[config.mk]
export PLATFORM = sky130hd
export DESIGN_NAME = result_writeback_flat
export DESIGN_NICKNAME = d
export VERILOG_FILES = /design/src/rtl/result_writeback_if.sv /design/src/rtl/result_writeback.sv /design/src/flat_wrapper.sv
export SDC_FILE = /design/constraint.sdc
export NUM_CORES = 1
export LEC_CHECK = 0
export BUFFER_PORTS_ARGS = -buffer_cell sky130_fd_sc_hd__buf_2
export CORE_MARGIN = 2
export CORE_UTILIZATION = 45
export CTS_CLUSTER_SIZE = 25
export DETAILED_ROUTE_END_ITERATION = 7
export GPL_TIMING_DRIVEN = 0
export PLACE_DENSITY = 0.63
export SETUP_SLACK_MARGIN = 0.5
export SLEW_MARGIN = 15
export SYNTH_ARGS = -nofsm -noshare
export SYNTH_HDL_FRONTEND = slang
export SYNTH_SLANG_ARGS = --single-unit
[constraint.sdc]
create_clock -name clk -period 19.2 [get_ports clk]
set_input_delay 3.84 -clock clk [delete_from_list [all_inputs] [get_ports clk]]
set_output_delay 3.84 -clock clk [all_outputs]
set_load 0.005 [all_outputs]
[src/rtl/result_writeback_if.sv]
// result_writeback_if: bundles the result-capture handshake and the host read port
// of result_writeback.
//   master: block producer / host side (drives start, res_valid, res_data, out_enb,
//           out_addrb; observes busy, done, drop_err, blk_count, out_doutb, out_valid)
//   slave : result_writeback side (the reverse)
// WIDTH, CHUNK_SIZE and ADDR_W must match the parameters of the attached writer.
interface result_writeback_if #(
  parameter int unsigned WIDTH      = 16,
  parameter int unsigned CHUNK_SIZE = 4,
  parameter int unsigned ADDR_W     = 4
);
  logic                          start;
  logic                          res_valid;
  logic [WIDTH*CHUNK_SIZE-1:0]   res_data;
  logic                          busy;
  logic                          done;
  logic                          drop_err;
  logic [ADDR_W:0]               blk_count;
  logic                          out_enb;
  logic [ADDR_W-1:0]             out_addrb;
  logic [WIDTH*CHUNK_SIZE-1:0]   out_doutb;
  logic                          out_valid;

  modport master (
    output start, res_valid, res_data, out_enb, out_addrb,
    input  busy, done, drop_err, blk_count, out_doutb, out_valid
  );

  modport slave (
    input  start, res_valid, res_data, out_enb, out_addrb,
    output busy, done, drop_err, blk_count, out_doutb, out_valid
  );
endinterface

[src/rtl/result_writeback.sv]
// result_writeback: output-side writer of the matrix-multiply datapath.
// Captures each finished output block (res_data qualified by the res_valid pulse)
// while collecting, stores it row-major by C-block coordinate in an internal memory
// of MAX_FLAG words, and serves a synchronous, read-first host read port.
// Ports:
//   clk, rst_n : clock (posedge) and asynchronous active-low reset
//   bus.slave  : start / res_valid / res_data capture side, busy / done / drop_err /
//                blk_count status, out_enb / out_addrb / out_doutb / out_valid reads
// Build option:
//   OUT_RELU_EN : when defined, every WIDTH-bit signed element with its MSB set is
//                 stored as zero; otherwise blocks are stored bit-exact.
module result_writeback #(
  parameter int unsigned WIDTH             = 16,
  parameter int unsigned CHUNK_SIZE        = 4,
  parameter int unsigned BLOCK_SIZE        = 2,
  parameter int unsigned I_OUTER_DIMENSION = 6,
  parameter int unsigned W_OUTER_DIMENSION = 6
) (
  input logic                clk,
  input logic                rst_n,
  result_writeback_if.slave  bus
);

  localparam int unsigned ROW_SIZE_MAT_C = I_OUTER_DIMENSION / BLOCK_SIZE;
  localparam int unsigned COL_SIZE_MAT_C = W_OUTER_DIMENSION / BLOCK_SIZE;
  localparam int unsigned MAX_FLAG       = ROW_SIZE_MAT_C * COL_SIZE_MAT_C;
  localparam int unsigned ADDR_W         = (MAX_FLAG > 1) ? $clog2(MAX_FLAG) : 1;
  localparam int unsigned DW             = WIDTH * CHUNK_SIZE;

  typedef enum logic [1:0] {
    StIdle,
    StCollect,
    StDone
  } state_e;

  state_e            state_q, state_d;
  logic [ADDR_W-1:0] row_q, row_d;
  logic [ADDR_W-1:0] col_q, col_d;
  logic [ADDR_W:0]   blk_count_q, blk_count_d;
  logic              drop_err_q, drop_err_d;

  logic              wr_en;
  logic [ADDR_W-1:0] wr_addr;
  logic [DW-1:0]     wr_data;

  logic [DW-1:0]     mem [MAX_FLAG];
  logic [DW-1:0]     out_doutb_q;
  logic              out_valid_q;
  logic              rd_in_range;

  // Row-major placement: the block at (row, col) lands at row*COL_SIZE_MAT_C+col.
  assign wr_addr = row_q * ADDR_W'(COL_SIZE_MAT_C) + col_q;

`ifdef OUT_RELU_EN
  // Each element is clamped on its own sign bit; negatives become zero.
  always_comb begin
    wr_data = bus.res_data;
    for (int i = 0; i < int'(CHUNK_SIZE); i++) begin
      if (bus.res_data[i*WIDTH + WIDTH - 1]) begin
        wr_data[i*WIDTH +: WIDTH] = '0;
      end
    end
  end
`else
  assign wr_data = bus.res_data;
`endif

  // Next-state logic. start wins over res_valid in the same cycle: the block is
  // discarded silently and is not counted as a drop.
  always_comb begin
    state_d     = state_q;
    row_d       = row_q;
    col_d       = col_q;
    blk_count_d = blk_count_q;
    drop_err_d  = drop_err_q;
    wr_en       = 1'b0;

    if (bus.start) begin
      state_d     = StCollect;
      row_d       = '0;
      col_d       = '0;
      blk_count_d = '0;
      drop_err_d  = 1'b0;
    end else if (bus.res_valid) begin
      unique case (state_q)
        StCollect: begin
          wr_en       = 1'b1;
          blk_count_d = blk_count_q + (ADDR_W+1)'(1);
          if (col_q == ADDR_W'(COL_SIZE_MAT_C - 1)) begin
            col_d = '0;
            row_d = row_q + ADDR_W'(1);
          end else begin
            col_d = col_q + ADDR_W'(1);
          end
          if (blk_count_q == (ADDR_W+1)'(MAX_FLAG - 1)) begin
            state_d = StDone;
          end
        end
        StIdle, StDone: begin
          drop_err_d = 1'b1;
        end
        default: begin
          state_d = StIdle;
        end
      endcase
    end
  end

  always_ff @(posedge clk or negedge rst_n) begin
    if (!rst_n) begin
      state_q     <= StIdle;
      row_q       <= '0;
      col_q       <= '0;
      blk_count_q <= '0;
      drop_err_q  <= 1'b0;
    end else begin
      state_q     <= state_d;
      row_q       <= row_d;
      col_q       <= col_d;
      blk_count_q <= blk_count_d;
      drop_err_q  <= drop_err_d;
    end
  end

  // Storage is deliberately not reset so a reset mid-collection keeps the
  // partially written matrix.
  always_ff @(posedge clk) begin
    if (wr_en) begin
      mem[wr_addr] <= wr_data;
    end
  end

  assign rd_in_range = (32'(bus.out_addrb) < MAX_FLAG);

  // Read port samples the array before this cycle's write lands (read-first).
  always_ff @(posedge clk or negedge rst_n) begin
    if (!rst_n) begin
      out_doutb_q <= '0;
      out_valid_q <= 1'b0;
    end else begin
      out_valid_q <= bus.out_enb;
      if (bus.out_enb) begin
        out_doutb_q <= rd_in_range ? mem[bus.out_addrb] : '0;
      end
    end
  end

  assign bus.busy      = (state_q == StCollect);
  assign bus.done      = (state_q == StDone);
  assign bus.drop_err  = drop_err_q;
  assign bus.blk_count = blk_count_q;
  assign bus.out_doutb = out_doutb_q;
  assign bus.out_valid = out_valid_q;

endmodule

[src/flat_wrapper.sv]
// flat-port wrapper written by rule: the top's interface ports become plain ports
module result_writeback_flat 
#(
  parameter int unsigned WIDTH             = 16,
  parameter int unsigned CHUNK_SIZE        = 4,
  parameter int unsigned BLOCK_SIZE        = 2,
  parameter int unsigned I_OUTER_DIMENSION = 6,
  parameter int unsigned W_OUTER_DIMENSION = 6
)
  (clk, rst_n, bus_start, bus_res_valid, bus_res_data, bus_out_enb, bus_out_addrb, bus_busy, bus_done, bus_drop_err, bus_blk_count, bus_out_doutb, bus_out_valid);
  result_writeback_if #(.WIDTH(WIDTH), .CHUNK_SIZE(CHUNK_SIZE), .ADDR_W(4)) bus_i ();
  input logic clk;
  input logic rst_n;
  input wire logic [$bits(bus_i.start)-1:0] bus_start;
  input wire logic [$bits(bus_i.res_valid)-1:0] bus_res_valid;
  input wire logic [$bits(bus_i.res_data)-1:0] bus_res_data;
  input wire logic [$bits(bus_i.out_enb)-1:0] bus_out_enb;
  input wire logic [$bits(bus_i.out_addrb)-1:0] bus_out_addrb;
  output wire logic [$bits(bus_i.busy)-1:0] bus_busy;
  output wire logic [$bits(bus_i.done)-1:0] bus_done;
  output wire logic [$bits(bus_i.drop_err)-1:0] bus_drop_err;
  output wire logic [$bits(bus_i.blk_count)-1:0] bus_blk_count;
  output wire logic [$bits(bus_i.out_doutb)-1:0] bus_out_doutb;
  output wire logic [$bits(bus_i.out_valid)-1:0] bus_out_valid;
  assign bus_i.start = bus_start;
  assign bus_i.res_valid = bus_res_valid;
  assign bus_i.res_data = bus_res_data;
  assign bus_i.out_enb = bus_out_enb;
  assign bus_i.out_addrb = bus_out_addrb;
  assign bus_busy = bus_i.busy;
  assign bus_done = bus_i.done;
  assign bus_drop_err = bus_i.drop_err;
  assign bus_blk_count = bus_i.blk_count;
  assign bus_out_doutb = bus_i.out_doutb;
  assign bus_out_valid = bus_i.out_valid;
  result_writeback #(.WIDTH(WIDTH), .CHUNK_SIZE(CHUNK_SIZE), .BLOCK_SIZE(BLOCK_SIZE), .I_OUTER_DIMENSION(I_OUTER_DIMENSION), .W_OUTER_DIMENSION(W_OUTER_DIMENSION)) u_core (.clk(clk), .rst_n(rst_n), .bus(bus_i));
endmodule
=== Word-level counts from Yosys, hierarchy flattened ===
Memories as Yosys holds them, arrays and structs flattened.
Index checks and enable logic that the tools add are counted.

* Multipliers: 1
* Reductions and logical operators: 10
* Magnitude comparators: 1
* Multiplexer cells: 24
* Equal/unequal tests: 6
* Add/subtract/negate cells: 4

{| class="wikitable"
|+ Operators by type and width
! operator !! number
|-
| $mux 64 || 1
|-
| $mux 4 || 8
|-
| $mux 5 || 3
|-
| $add 4x1->4 const B || 2
|-
| $mux 1 || 8
|-
| $reduce_bool 2->1 || 4
|-
| $mux 2 || 3
|-
| $reduce_and 3->1 || 2
|-
| $add 5x1->5 const B || 1
|-
| $eq 5x4->1 const B || 1
|-
| $add 4x4->4 || 1
|-
| $eq 4x2->1 const B || 1
|-
| $lt 4x4->1 const B || 1
|-
| $mul 4x2->4 const B || 1
|-
| $pmux 2 s2 || 1
|-
| $reduce_and 2->1 || 2
|-
| $ne 3x2->1 const B || 1
|-
| $eq 2x1->1 const B || 1
|-
| $eq 2x2->1 const B || 1
|-
| $logic_not 2->1 || 1
|-
| $ne 2x2->1 const B || 1
|-
| $reduce_or 2->1 || 1
|}

* Memory bits (writable): 576
* Output and inout bits: 73
* Input port bits: 73
* Register bits: 81
* Memories kept: 1

{| class="wikitable"
|+ Memory list
! name !! depth !! width !! read ports !! clocked after memory_dff !! write ports !! RTL line !! RTL
|-
| u_core.mem || 9 || 64 || 1 || 0 || 1 || result_writeback.sv:46 || <nowiki>logic [DW-1:0] mem [MAX_FLAG];</nowiki>
|}

=== Depth between registers and ports, before layout ===
Gate-level depths: netlist of run 1.

* Word-level depth: 6
* Gate-level depth with buffers: 8

=== Worst setup path before layout of run 1 ===
No wires, ideal clock.

* Path type: in2reg
* Start: input port bus_res_valid
* End: memory u_core.mem[1][0] in the netlist's numbering, enable pin
* Slack: 9.609 ns
* Stages: 3
* Arrival time: 9.026 ns
* Buffers on the path: 0
* Setup time: 0.565 ns
* Cell sequence: nand3b_1 or4b_2 nor3_1

* Cells in the longest elaborated chain, start to end: 4

{| class="wikitable"
|+ Ends and longest elaborated chain
! what !! RTL line !! RTL
|-
| from (decl) || flat_wrapper.sv:15 || <nowiki>input wire logic [$bits(bus_i.res_valid)-1:0] bus_res_valid;</nowiki>
|-
| $mux 1 || result_writeback.sv:84 || <nowiki>end else if (bus.res_valid) begin</nowiki>
|-
| $mux 1 || result_writeback.sv:78 || <nowiki>if (bus.start) begin</nowiki>
|-
| $mux 1 || result_writeback.sv:128 || <nowiki>if (wr_en) begin</nowiki>
|-
| $mux 1 (not written as such) || result_writeback.sv:129 || <nowiki>mem[wr_addr] <= wr_data;</nowiki>
|-
| to (decl) || result_writeback.sv:46 ||
|}

No other way between the ends.

=== Worst setup path in the final report of run 1 ===
* Start: input port bus_res_valid
* End: memory u_core.mem[5][11] in the netlist's numbering, enable pin

Same word-level chain as after synthesis.

==> results of run 1 <==
## flip-flops by register name, indices dropped and copies added (netlist names)
register	flops
u_core.col_q	4
u_core.bus.blk_count	5
u_core.bus.out_valid	1
u_core.bus.drop_err	1
u_core.bus.out_doutb	64
u_core.row_q	4
u_core.state_q	2
u_core.mem	576
## power by group
group	switching, mW	internal, mW
Sequential	0.0183	1.59
Combinational	0.102	0.0744
Clock	0.536	0.812
## metal layers
metal,wire (um),global-route usage [%]
met1,24710,26.72
met2,29270,33.87
met3,3177,4.306
met4,1270,5.501
met5,47,0
## logic make-up (layout without fill, tap and decap cells)
logic type	count (synthesis)	count (layout)	synth area share, %
AO/OA/AOI/OAI	150	150	3.311
XOR/XNOR	3	3	0.1722
adder cells (fa/ha/maj)	11	11	0.6298
buffers and inverters	83	430	1.619
flip-flops	657	657	75.99
multiplexers	194	194	11.41
other	0	3	0
AND/OR/NAND/NOR	247	247	6.868
## critical path, cell delays in order
cell and delay (ns):
sky130_fd_sc_hd__buf_2 0.11, sky130_fd_sc_hd__nand3b_1 0.31, sky130_fd_sc_hd__or4b_2 0.77, sky130_fd_sc_hd__nor3_2 0.68, sky130_fd_sc_hd__buf_4 0.34, sky130_fd_sc_hd__buf_4 0.23, sky130_fd_sc_hd__buf_4 0.22
## per-stage QoR
stage,total power [mW],std cells
floorplan,1.729,1345
detailed placement,1.819,2316
global placement,1.812,2244
global route,3.236,2449
finish,3.134,2451
CTS,3.166,2448
## cells in the final DEF (no fill, tap or decap), types with 11 or more instances in the layout
| cell type | count |
|---|---|
| sky130_fd_sc_hd__dfrtp_1 | 81 |
| sky130_fd_sc_hd__o22ai_1 | 63 |
| sky130_fd_sc_hd__nor4_2 | 59 |
| sky130_fd_sc_hd__clkbuf_1 | 47 |
| sky130_fd_sc_hd__buf_1 | 15 |
| sky130_fd_sc_hd__buf_6 | 25 |
| sky130_fd_sc_hd__mux2_2 | 128 |
| sky130_fd_sc_hd__a21oi_1 | 76 |
| sky130_fd_sc_hd__inv_1 | 11 |
| sky130_fd_sc_hd__nor2_1 | 68 |
| sky130_fd_sc_hd__mux4_2 | 64 |
| sky130_fd_sc_hd__nor2b_1 | 65 |
| sky130_fd_sc_hd__clkinv_2 | 14 |
| sky130_fd_sc_hd__buf_2 | 160 |
| sky130_fd_sc_hd__edfxtp_1 | 576 |
| sky130_fd_sc_hd__buf_4 | 55 |
| sky130_fd_sc_hd__clkbuf_16 | 75 |
| sky130_fd_sc_hd__clkinv_1 | 11 |
| sky130_fd_sc_hd__nand2_1 | 13 |
## worst min path at each step
stage / end / slack (ns) / start
after floorplan: u_core.bus.drop_err / 0.49 / u_core.bus.drop_err
after global placement: u_core.bus.drop_err / 0.47 / u_core.bus.drop_err
after detailed placement: u_core.bus.drop_err / 0.49 / u_core.bus.drop_err
after CTS: u_core.bus.drop_err / 0.51 / u_core.bus.drop_err
after global routing: u_core.bus.drop_err / 0.53 / u_core.bus.drop_err
final: u_core.bus.drop_err / 0.51 / u_core.bus.drop_err
## final cells by class
type / instances / area (um^2)
clock inverter: 34 / 317.8
timing repair buffer: 215 / 1366
multi-input combinational: 605 / 5737
fill: 4543 / 26060
sequential: 657 / 19320
tap: 756 / 945.9
antenna: 3 / 7.507
clock buffer: 98 / 2003
inverter: 11 / 41.29
buffer: 72 / 370.4
==> Flow_metrics.wiki, run 1 <==
{| class="wikitable"
! Metric !! Value
|-
| Result of the run || completed
|-
| Setup Slack @ Placement || between 10 and 15 ns
|-
| Number of unique standard cell types used by synthesis || 49
|-
| Worst hold-check slack || just over 0.5 ns
|-
| Peak Freq || 160.5 MHz
|-
| Weighted congestion reported at the end of routability-driven placement || about 0.74
|-
| Number of sinks driven by the clock tree || between 600 and 700
|-
| Core utilization of the finished layout || 53.61%
|-
| Required @ worst endpoint || around 19 ns
|-
| Top post-synthesis cells by count || sky130_fd_sc_hd__edfxtp_1, sky130_fd_sc_hd__mux2_2, sky130_fd_sc_hd__dfrtp_1
|-
| Number of routed nets with antenna violations || 0
|-
| Synth-to-layout area growth || 18.41%
|-
| Vias after detailed routing || ~13000
|-
| Vias per cell || 5.475
|-
| Total detailed-routing wirelength || about 58000 um
|-
| Part of the Yosys area used for sequential elements || around three quarters
|-
| Setup slack on the worst flop-to-flop path || around 15 ns
|-
| Synthesized Nets || around 1400
|-
| Number of global-route vias before repair || 14076
|-
| Static leakage || 10.34 nW
|-
| Min-delay worst type || register to register
|-
| HPWL after DPL || approximately 38000 um
|-
| Number of top-level pins || around 150
|-
| Actual transition at the worst max-transition pin || ~1 ns
|-
| Die area || between 50000 and 60000 um^2
|-
| Post-cts resize count || 0
|-
| Post-CTS setup buffers || 0
|-
| Final number of hold-violating endpoints || 0
|-
| Fraction of registers with async set/reset || roughly 12%
|-
| Bufs on Longest Clock Path || 3
|-
| Maximum number of pins on one net before global-route repair || 55
|-
| Biggest area consumer among synthesized cells || sky130_fd_sc_hd__edfxtp_1
|-
| Number of violations reported at the end of detailed-routing iteration 0 || 960
|-
| Worst hold path depth || 2
|-
| Startpoint class of the critical path || input pin
|-
| Most used standard cell by instance count after synthesis || sky130_fd_sc_hd__edfxtp_1
|-
| Largest cells by area after synthesis || sky130_fd_sc_hd__edfxtp_1, sky130_fd_sc_hd__dfrtp_1, sky130_fd_sc_hd__mux2_2
|-
| Initial antenna violation count || 8
|-
| DRC violations left || 0
|-
| Clock tree from TritonCTS || yes
|-
| Syn Inst Count || roughly 1300
|-
| Capturing instance or port of the critical path || u_core.mem[5][11]
|-
| Relative slew slack || 31.39%
|-
| Final critical-path setup slack || roughly 13 ns
|-
| Endpoint kind of the worst setup timing path || register
|-
| Arrival time reported for the critical path endpoint || 6.52 ns
|-
| Total number of H-tree levels || 3
|-
| Post-Synthesis Cell Area || about 25000 um^2
|-
| Number of flops mapped to enable cells by yosys || ~580
|-
| Number of warnings reported in the yosys synthesis log || 0
|-
| First-pass GRT wire length || around 88000 um
|-
| 1st-pass router iterations || 5
|-
| Post-synthesis average cell area || between 15 and 20 um^2
|-
| Share of cells above drive strength 1 || a little over a third
|-
| Number of I/O port buffers || between 100 and 150
|-
| Num CTS Buffers || 71
|-
| Post-synth top area share || around 68%
|-
| Height of the chip || 241.7 um
|-
| Ys flop type || sky130_fd_sc_hd__edfxtp_1
|-
| Std-Cell Core Area || ~56000 um^2
|-
| RSZ-0062 raised after global routing || no
|-
| Worst-Skew Late Latency || approximately 0.60 ns
|-
| Average routed wire per standard cell || ~24 um
|-
| Max-slew violation count || 0
|-
| Clock-pin transition on the worst setup and hold timing paths || roughly 0.060 ns
|-
| Aggregate negative setup slack || 0 ns
|-
| Post-layout nets || around 1700
|-
| Setup CP Type || input pin to register
|-
| Final setup vio count || 0
|-
| Cell Rows || 87
|-
| Hold Buf Count CTS || 0
|-
| All-Layer GR Usage || between 20% and 30%
|-
| Worst reg2reg endpoint || u_core.mem[7][16]
|-
| Flops & latches, synth || about 660
|-
| DIE WIDTH || 241.7 um
|-
| Share of the clock period used by the worst path after layout || ~32%
|-
| Final clock skew || 0.01653 ns
|-
| Clock Root Buffer || sky130_fd_sc_hd__clkbuf_16
|-
| Initial cell density of the core || roughly 45%
|-
| R2R depth || 12
|-
| Power per cell area || 104.1 nW/um^2
|-
| Largest fanout on the critical path || 10
|-
| Critical Path Source || bus_res_valid
|-
| Worst flop-to-flop path startpoint || u_core.col_q[1]
|-
| Worst vdd ir || roughly 0.074 mV
|-
| Final worst path period need || 6.232 ns
|-
| Total cell area at the placement stage || roughly 28000 um^2
|-
| Final instance area || approximately 30000 um^2
|-
| Total overflow reported by the global router || 0
|-
| Max-Cap Viols || 0
|}
Note: power is estimated with default switching activity, not from simulation.
==> run 2, diff against run 1 <==
--- a/config.mk
+++ b/config.mk
@@ -11,7 +11,7 @@
 export CTS_CLUSTER_SIZE = 25
 export DETAILED_ROUTE_END_ITERATION = 7
 export GPL_TIMING_DRIVEN = 0
-export PLACE_DENSITY = 0.63
+export PLACE_DENSITY = 0.65
 export SETUP_SLACK_MARGIN = 0.5
 export SLEW_MARGIN = 15
 export SYNTH_ARGS = -nofsm -noshare
==> constraint.sdc (replaced) <==
create_clock -name clk -period 5.7 [get_ports clk]
set_input_delay 1.14 -clock clk [delete_from_list [all_inputs] [get_ports clk]]
set_output_delay 1.14 -clock clk [all_outputs]
set_load 0.005 [all_outputs]
==> run 2 against run 1 <==
  * Core utilization fell by 0.11 points
  * Final area fell by 0.21%
  * Cell count did not move
  * Sequential cell count did not move
  * Non-clock buffer count rose by 4
  * Via count fell by 0.32%
  * Global-route usage rose by 0.34 points
  * Power rose to 3.3 times the previous value
  * Wire length rose by 1.4%
  * Hold slack got worse by 0.020 ns
  * Combinational power rose to 3.4 times the previous value
  * Sequential share of layout area rose by 0.14 points
  * Critical endpoint is now u_core.mem[8][7]
==> Flow_metrics.wiki, run 2 (synthesized netlist as in run 1, its figures left out) <==
{| class="wikitable"
! Metric !! Value
|-
| Net Sw Power || 2.224 mW (+240%)
|-
| Total buffers and inverters traversed by the critical path || 2 (-2)
|-
| All-Layer GR Usage || 20.49% (+0.34 points)
|-
| Core utilization of the finished layout || 53.50% (-0.11 points)
|-
| Area taken by multi-input logic gates || 5737 um^2 (unchanged)
|-
| Most common library cell in the layout ignoring fill and taps || sky130_fd_sc_hd__edfxtp_1
|-
| Min-delay worst type || input pin to async pin
|-
| Total overflow reported by the global router || 0 (unchanged)
|-
| Setup CP Type || register to register
|-
| 1st-pass router iterations || 5 (unchanged)
|-
| Area taken by flip-flops and latches || 19320 um^2 (unchanged)
|-
| Post-cts resize count || 0 (unchanged)
|-
| Synth-to-layout area growth || 18.16%
|-
| Initial cell density of the core || 45.28% (unchanged)
|-
| Number of filler instances in the final layout || 4528 (-0.33%)
|-
| Number of I/O port buffers || 143 (unchanged)
|-
| Slowest-stage cell, CP || sky130_fd_sc_hd__xnor2_1
|-
| Peak Freq || between 200 and 250 MHz
|-
| Clock-pin transition on the worst setup and hold timing paths || 0.06 ns (about the same)
|-
| Proportion of power drawn by the clock network || 42.1% (-0.9 points)
|-
| First-pass GRT wire length || 89400 um (+1.4%)
|-
| Number of global-route vias before repair || 14208 (+0.94%)
|-
| Post-layout nets || 1719 (+0.12%)
|-
| Arrival time reported for the critical path endpoint || 4.31 ns (-2.21 ns)
|-
| Max-Cap Viols || 0 (unchanged)
|-
| Number of routed nets with antenna violations || 0 (unchanged)
|-
| Height of the chip || 241.7 um (unchanged)
|-
| Final total power || 10.40 mW (+230%)
|-
| Number of sinks driven by the clock tree || 657 (unchanged)
|-
| Required @ worst endpoint || 5.97 ns (-13.52 ns)
|-
| Relative slew slack || 32.41% (+1.0 points)
|-
| Number of flip-flops under the largest register name || 576 (unchanged)
|-
| Total number of H-tree levels || 3 (unchanged)
|-
| Final number of hold-violating endpoints || 0 (unchanged)
|-
| Crit-path leading delay family || adder cells
|-
| Final clock skew || 0.01671 ns (+0.0001806 ns)
|-
| Initial antenna violation count || 9 (+1)
|-
| Critical Path, Cell by Cell || fa_1 -> ha_1 -> inv_1 -> fa_1 -> xnor2_1 -> xnor2_1 -> and4_4 -> buf_16
|-
| RSZ-0062 raised after global routing || no
|-
| Top reg by flops || u_core.mem
|-
| DIE WIDTH || 241.7 um (unchanged)
|-
| Number of violations reported at the end of detailed-routing iteration 0 || 955 (-0.52%)
|-
| Maximum number of pins on one net before global-route repair || 47 (-15%)
|-
| Most used cells in the layout excluding fill and tap cells || sky130_fd_sc_hd__edfxtp_1, sky130_fd_sc_hd__buf_2, sky130_fd_sc_hd__mux2_2
|-
| Final worst path period need || 4.038 ns
|-
| Num CTS Buffers || 69 (-2.8%)
|-
| Static leakage || 10.29 nW (-0.46%)
|-
| Max-slew violation count || 0 (unchanged)
|-
| Total detailed-routing wirelength || 59280 um (+1.4%)
|-
| Bufs on Longest Clock Path || 3 (unchanged)
|-
| Power per cell area || 345.9 nW/um^2 (+230%)
|-
| Combinational power share || 5.8% (+0.2 points)
|-
| Number of top-level pins || 146 (unchanged)
|-
| Worst-Skew Late Latency || 0.61 ns (about the same)
|-
| Slowest cell delay on critical path || 0.81 ns (+0.04 ns)
|-
| Average routed wire per standard cell || 24.19 um (+1.4%)
|-
| Fraction of power spent switching nets || 21.39% (+0.43 points)
|-
| Cell Rows || 87 (unchanged)
|-
| Largest fanout on the critical path || 36 (+26)
|-
| Cell internal pwr || 8.171 mW (+230%)
|-
| Final setup vio count || 0 (unchanged)
|-
| Result of the run || completed
|-
| Weighted congestion reported at the end of routability-driven placement || 0.7235 (-1.9%)
|-
| Vias per cell || 5.457 (-0.32%)
|-
| Clock Root Buffer || sky130_fd_sc_hd__clkbuf_16
|-
| DRC violations left || 0 (unchanged)
|-
| Sequential Power Share || 52.1% (+0.8 points)
|-
| Share of cells above drive strength 1 || 36.17% (-0.059 points)
|-
| Actual transition at the worst max-transition pin || 1.007 ns (-0.01517 ns)
|-
| Die area || 58430 um^2 (unchanged)
|-
| HPWL after DPL || 38800 um (+1.4%)
|-
| Post-CTS setup buffers || 0 (unchanged)
|-
| Worst vdd ir || 0.3272 mV (+340%)
|-
| Clock tree from TritonCTS || yes
|-
| Share of the clock period used by the worst path after layout || about 71%
|-
| Vias after detailed routing || 13375 (-0.32%)
|-
| Worst hold-check slack || 0.4855 ns (-0.02028 ns)
|-
| Endpoint kind of the worst setup timing path || register
|-
| Hold Buf Count CTS || 0 (unchanged)
|-
| Std-Cell Core Area || 56170 um^2 (unchanged)
|-
| Startpoint class of the critical path || register
|}
run 2: cell count changes in the layout (fill, tap and decap cells not counted), moves of 2 or more:
cell	previous run	this run
sky130_fd_sc_hd__clkinvlp_4	0	2
sky130_fd_sc_hd__clkinv_2	14	5
sky130_fd_sc_hd__inv_6	3	6
sky130_fd_sc_hd__clkbuf_16	75	71
sky130_fd_sc_hd__bufinv_16	6	3
sky130_fd_sc_hd__clkinv_1	11	8
sky130_fd_sc_hd__clkbuf_1	47	51
sky130_fd_sc_hd__buf_6	25	30
sky130_fd_sc_hd__clkbuf_8	4	9
run 2: worst paths after layout:
path,slack (ns),depth (start not counted),to,from
max,1.66,8,u_core.mem[8][7],u_core.col_q[1]
min,0.49,1,u_core.bus.out_doutb[5],rst_n
max reg2reg,1.66,8,u_core.mem[8][7],u_core.col_q[1]
min reg2reg,0.51,2,u_core.bus.drop_err,u_core.bus.drop_err
max in group asynchronous,4.54,2,u_core.bus.out_doutb[44],rst_n
min in group clk,0.51,2,u_core.bus.drop_err,u_core.bus.drop_err
run 2: metal layers:
metal | GRT usage, % | vias up | share of wire, %
li1 | - | 5950 | -
met1 | 26.62 | 6980 | 42
met5 | 0 | - | 0.11
met2 | 34.47 | 326 | 50
met4 | 6.155 | 12 | 2.4
met3 | 4.795 | 107 | 5.1
run 2: power groups by stage:
stage               registers [mW]  logic, mW  clock network (mW)
detailed placement            5.52      0.609                   0
global placement              5.54      0.567                   0
global route                  5.43      0.655                4.65
floorplan                     5.51      0.310                   0
CTS                           5.42      0.611                4.47
finish                        5.42      0.598                4.38
run 2: layout make-up:
type	count	share of cell area, %
clock buffers	103	6.612
diodes	3	0.02498
plain buffers	72	1.233
flip-flops and latches	657	64.31
clock inverters	25	0.7370
multi-input cells	605	19.09
well taps	756	3.148
inverters	11	0.1374
repair buffers	219	4.709
run 2: stage by stage:
stage	instances	setup TNS [ns]	instance area [um^2]	setup slack [ns]
finish	2451	0	30050	1.662
global route	2449	0	30040	1.484
CTS	2448	0	30040	1.609
detailed placement	2320	0	27830	1.592
global placement	2244	-3115.81	27090	-6.424
floorplan	1345	-624.38	25430	-1.234
==> run 3, diff against run 2 <==
==> constraint.sdc (replaced) <==
create_clock -name clk -period 3.64 [get_ports clk]
set_input_delay 0.728 -clock clk [delete_from_list [all_inputs] [get_ports clk]]
set_output_delay 0.728 -clock clk [all_outputs]
set_load 0.005 [all_outputs]
==> run 3 against run 2 <==
  * Power is 59% higher
  * Clock power is 61% higher
  * Sequential power is 56% higher
  * Largest cell class unchanged
  * First-iteration DRC count is 0.42% lower
  * Clock-buffer cell count is 8 lower
  * Critical endpoint is now u_core.mem[1][35]
  * Hold slack worse by 0.14 ns
  * Sequential cell count stayed put
==> Flow_metrics.wiki, run 3 (synthesized netlist as in run 1, its figures left out) <==
{| class="wikitable"
! Metric !! Value
|-
| Number of top-level pins || 146 (unchanged)
|-
| Maximum number of pins on one net before global-route repair || 56 (+19%)
|-
| Slowest cell delay on critical path || 0.55 ns (-0.26 ns)
|-
| Cell internal pwr || 12.94 mW (+58%)
|-
| Most common library cell in the layout ignoring fill and taps || sky130_fd_sc_hd__edfxtp_1
|-
| Total number of H-tree levels || 3 (unchanged)
|-
| Final total power || 16.53 mW (+59%)
|-
| DRC violations left || 0 (unchanged)
|-
| First-pass GRT wire length || 91400 um (+2.2%)
|-
| Placed insts || 2286 (-1.5%)
|-
| All-Layer GR Usage || 21.07% (+0.58 points)
|-
| Weighted congestion reported at the end of routability-driven placement || 0.7459 (+3.1%)
|-
| Initial antenna violation count || 12 (+3)
|-
| Proportion of power drawn by the clock network || 42.6% (+0.5 points)
|-
| Worst-Skew Late Latency || 0.62 ns (about the same)
|-
| Setup CP Type || register to register
|-
| Finished Layout Cells || 2502 (+2.1%)
|-
| Clock-pin transition on the worst setup and hold timing paths || 0.06 ns (about the same)
|-
| Number of routed nets with antenna violations || 0 (unchanged)
|-
| Share of the clock period used by the worst path after layout || 87.06% (+16 points)
|-
| Fraction of power spent switching nets || 21.72% (+0.33 points)
|-
| M1 WL || 25960 um (+4.2%)
|-
| Endpoint kind of the worst setup timing path || register
|-
| Total cell area at the placement stage || 27910 um^2 (+0.28%)
|-
| Initial cell density of the core || 45.28% (unchanged)
|-
| Sequential Power Share || 51.3% (-0.8 points)
|-
| Clock tree from TritonCTS || yes
|-
| Vias per cell || 5.521 (+1.2%)
|-
| Total overflow reported by the global router || 0 (unchanged)
|-
| Setup Slack @ Placement || -0.09702 ns (-1.689 ns)
|-
| Final clock skew || 0.01955 ns (+0.002837 ns)
|-
| Net Sw Power || 3.590 mW (+61%)
|-
| Average routed wire per standard cell || 24.96 um (+3.2%)
|-
| Total detailed-routing wirelength || 62440 um (+5.3%)
|-
| Most used cells in the layout excluding fill and tap cells || sky130_fd_sc_hd__edfxtp_1, sky130_fd_sc_hd__buf_2, sky130_fd_sc_hd__mux2_2
|-
| DIE WIDTH || 241.7 um (unchanged)
|-
| 1st-pass router iterations || 7 (+2)
|-
| Die area || 58430 um^2 (unchanged)
|-
| Cell Rows || 87 (unchanged)
|-
| Power per cell area || 529.7 nW/um^2 (+53%)
|-
| Startpoint class of the critical path || register
|-
| Height of the chip || 241.7 um (unchanged)
|-
| Number of I/O port buffers || 143 (unchanged)
|-
| Max-Cap Viols || 0 (unchanged)
|-
| Final critical-path setup slack || 0.4710 ns (-1.191 ns)
|-
| Result of the run || completed
|-
| Largest fanout on the critical path || 7 (-81%)
|-
| Met2 Wirelength || 31000 um (+3.9%)
|-
| Actual transition at the worst max-transition pin || 0.8558 ns (-0.1508 ns)
|-
| Peak Freq || 315.6 MHz (+27%)
|-
| Final instance area || 31200 um^2 (+3.8%)
|-
| RSZ-0062 raised after global routing || yes
|-
| Critical Path, Cell by Cell || fa_1 -> ha_1 -> inv_1 -> fa_2 -> xnor2_4 -> xnor2_4 -> buf_6 -> buf_6 -> nor3_4 -> buf_6 -> buf_12 -> buf_12 -> buf_12
|-
| Post-layout nets || 1771 (+3.0%)
|-
| Core utilization of the finished layout || 55.56% (+2.1 points)
|-
| Slowest-stage cell, CP || sky130_fd_sc_hd__fa_1
|-
| Std-Cell Core Area || 56170 um^2 (unchanged)
|-
| Relative slew slack || 42.94% (+11 points)
|-
| Share of cells above drive strength 1 || 38.84% (+2.7 points)
|-
| Number of filler instances in the final layout || 4377 (-3.3%)
|-
| Number of violations reported at the end of detailed-routing iteration 0 || 951 (-0.42%)
|-
| Required @ worst endpoint || 3.96 ns (-2.01 ns)
|-
| Final setup vio count || 0 (unchanged)
|-
| Number of global-route vias before repair || 14239 (+0.22%)
|-
| Highest layer used for signal routing || met5
|-
| Static leakage || 10.77 nW (+4.6%)
|-
| Min-delay worst type || input pin to register
|-
| Synth-to-layout area growth || 22.71%
|-
| Worst vdd ir || 0.3811 mV (+16%)
|-
| Num CTS Buffers || 70 (+1.4%)
|-
| Clock Root Buffer || sky130_fd_sc_hd__clkbuf_16
|-
| Final worst path period need || 3.169 ns (-0.8693 ns)
|-
| Bufs on Longest Clock Path || 3 (unchanged)
|-
| Max-slew violation count || 0 (unchanged)
|-
| Combinational power share || 6.1% (+0.3 points)
|-
| Amount of wire on met3 after detailed routing || 3755 um (+24%)
|-
| Number of sinks driven by the clock tree || 657 (unchanged)
|-
| HPWL after DPL || 37650 um (-3.0%)
|-
| Arrival time reported for the critical path endpoint || 3.48 ns (-0.83 ns)
|-
| Final number of hold-violating endpoints || 0 (unchanged)
|-
| Number of flip-flops under the largest register name || 576 (unchanged)
|-
| Top reg by flops || u_core.mem
|-
| Vias after detailed routing || 13813 (+3.3%)
|}
==> run 3: cell count changes in the layout (fill, tap and decap cells not counted), sizes merged <==
cell,delta
inv,-3
clkbuf,-1
clkinvlp,-1
bufinv,+1
and4,+1
dlygate4sd3,+1
buf,+42
clkinv,+11
==> run 3: final cells by class <==
class                      count  area (um^2)  share of cell area [%]
sequential                   657        19330                   61.94
clock buffer                  95         1981                   6.347
timing repair buffer         269         2405                   7.707
buffer                        72        370.4                   1.187
inverter                      11        41.29                  0.1323
antenna                        3        7.507                 0.02406
multi-input combinational    606         5842                   18.72
tap                          756        945.9                   3.031
clock inverter                33        285.3                  0.9142
==> run 3: metrics by stage <==
stage           TNS, ns  hold WS (ns)
3_3_place_gp   -1084.37        0.4717
6_report              0        0.3436
3_5_place_dp     -4.013        0.4952
2_1_floorplan   -196.70        0.4324
5_1_grt               0        0.3329
4_1_cts               0        0.3200
==> run 3: power by group through the flow <==
stage               registers (mW)  logic [mW]  clock network [mW]
floorplan                     8.62       0.491                   0
global placement              8.64       0.895                   0
detailed placement            8.64       0.962                   0
CTS                           8.49        1.01                7.16
global route                  8.50        1.09                7.43
finish                        8.48        1.00                7.04
==> run 3: path summary, 6_finish.rpt <==
check	slack (ns)	depth (start not counted)	endpoint	from
setup / recovery	0.47	13	u_core.mem[1][35]	u_core.row_q[0]
setup reg to reg	0.47	13	u_core.mem[1][35]	u_core.row_q[0]
max in group asynchronous	2.32	3	u_core.bus.out_doutb[35]	rst_n
hold / removal	0.34	1	u_core.bus.out_valid	bus_out_enb
min in group asynchronous	0.58	2	u_core.bus.out_doutb[10]	rst_n
hold reg to reg	0.51	2	u_core.bus.drop_err	u_core.bus.drop_err
==> run 3: timing repair <==
| action | 4_1_cts | 5_1_grt |
|---|---|---|
| setup buffers | 48 | 26 |
| endpoints found under the setup margin | 557 | 242 |
| endpoints found under the hold margin | 1 | 0 |
| resized for setup | 15 | 24 |
| hold buffers | 1 | 0 |
| pin swaps | 11 | 10 |
| cloned | 3 | 7 |
==> run 3: metal layers <==
metal	global-route usage [%]	vias to the layer above
li1	-	6052
met1	27.85	7214
met2	34.53	393
met3	5.339	138
met4	6.481	16
met5	0	-
==> run 3: worst max-delay path: cells and delay by family (launching register included) <==
family | cells | cell delay (ns)
AND/OR/NAND/NOR | 1 | 0.13
adder cells (fa/ha/maj) | 3 | 1.09
buffers and inverters | 7 | 0.87
flip-flops | 1 | 0.44
XOR/XNOR | 2 | 0.33
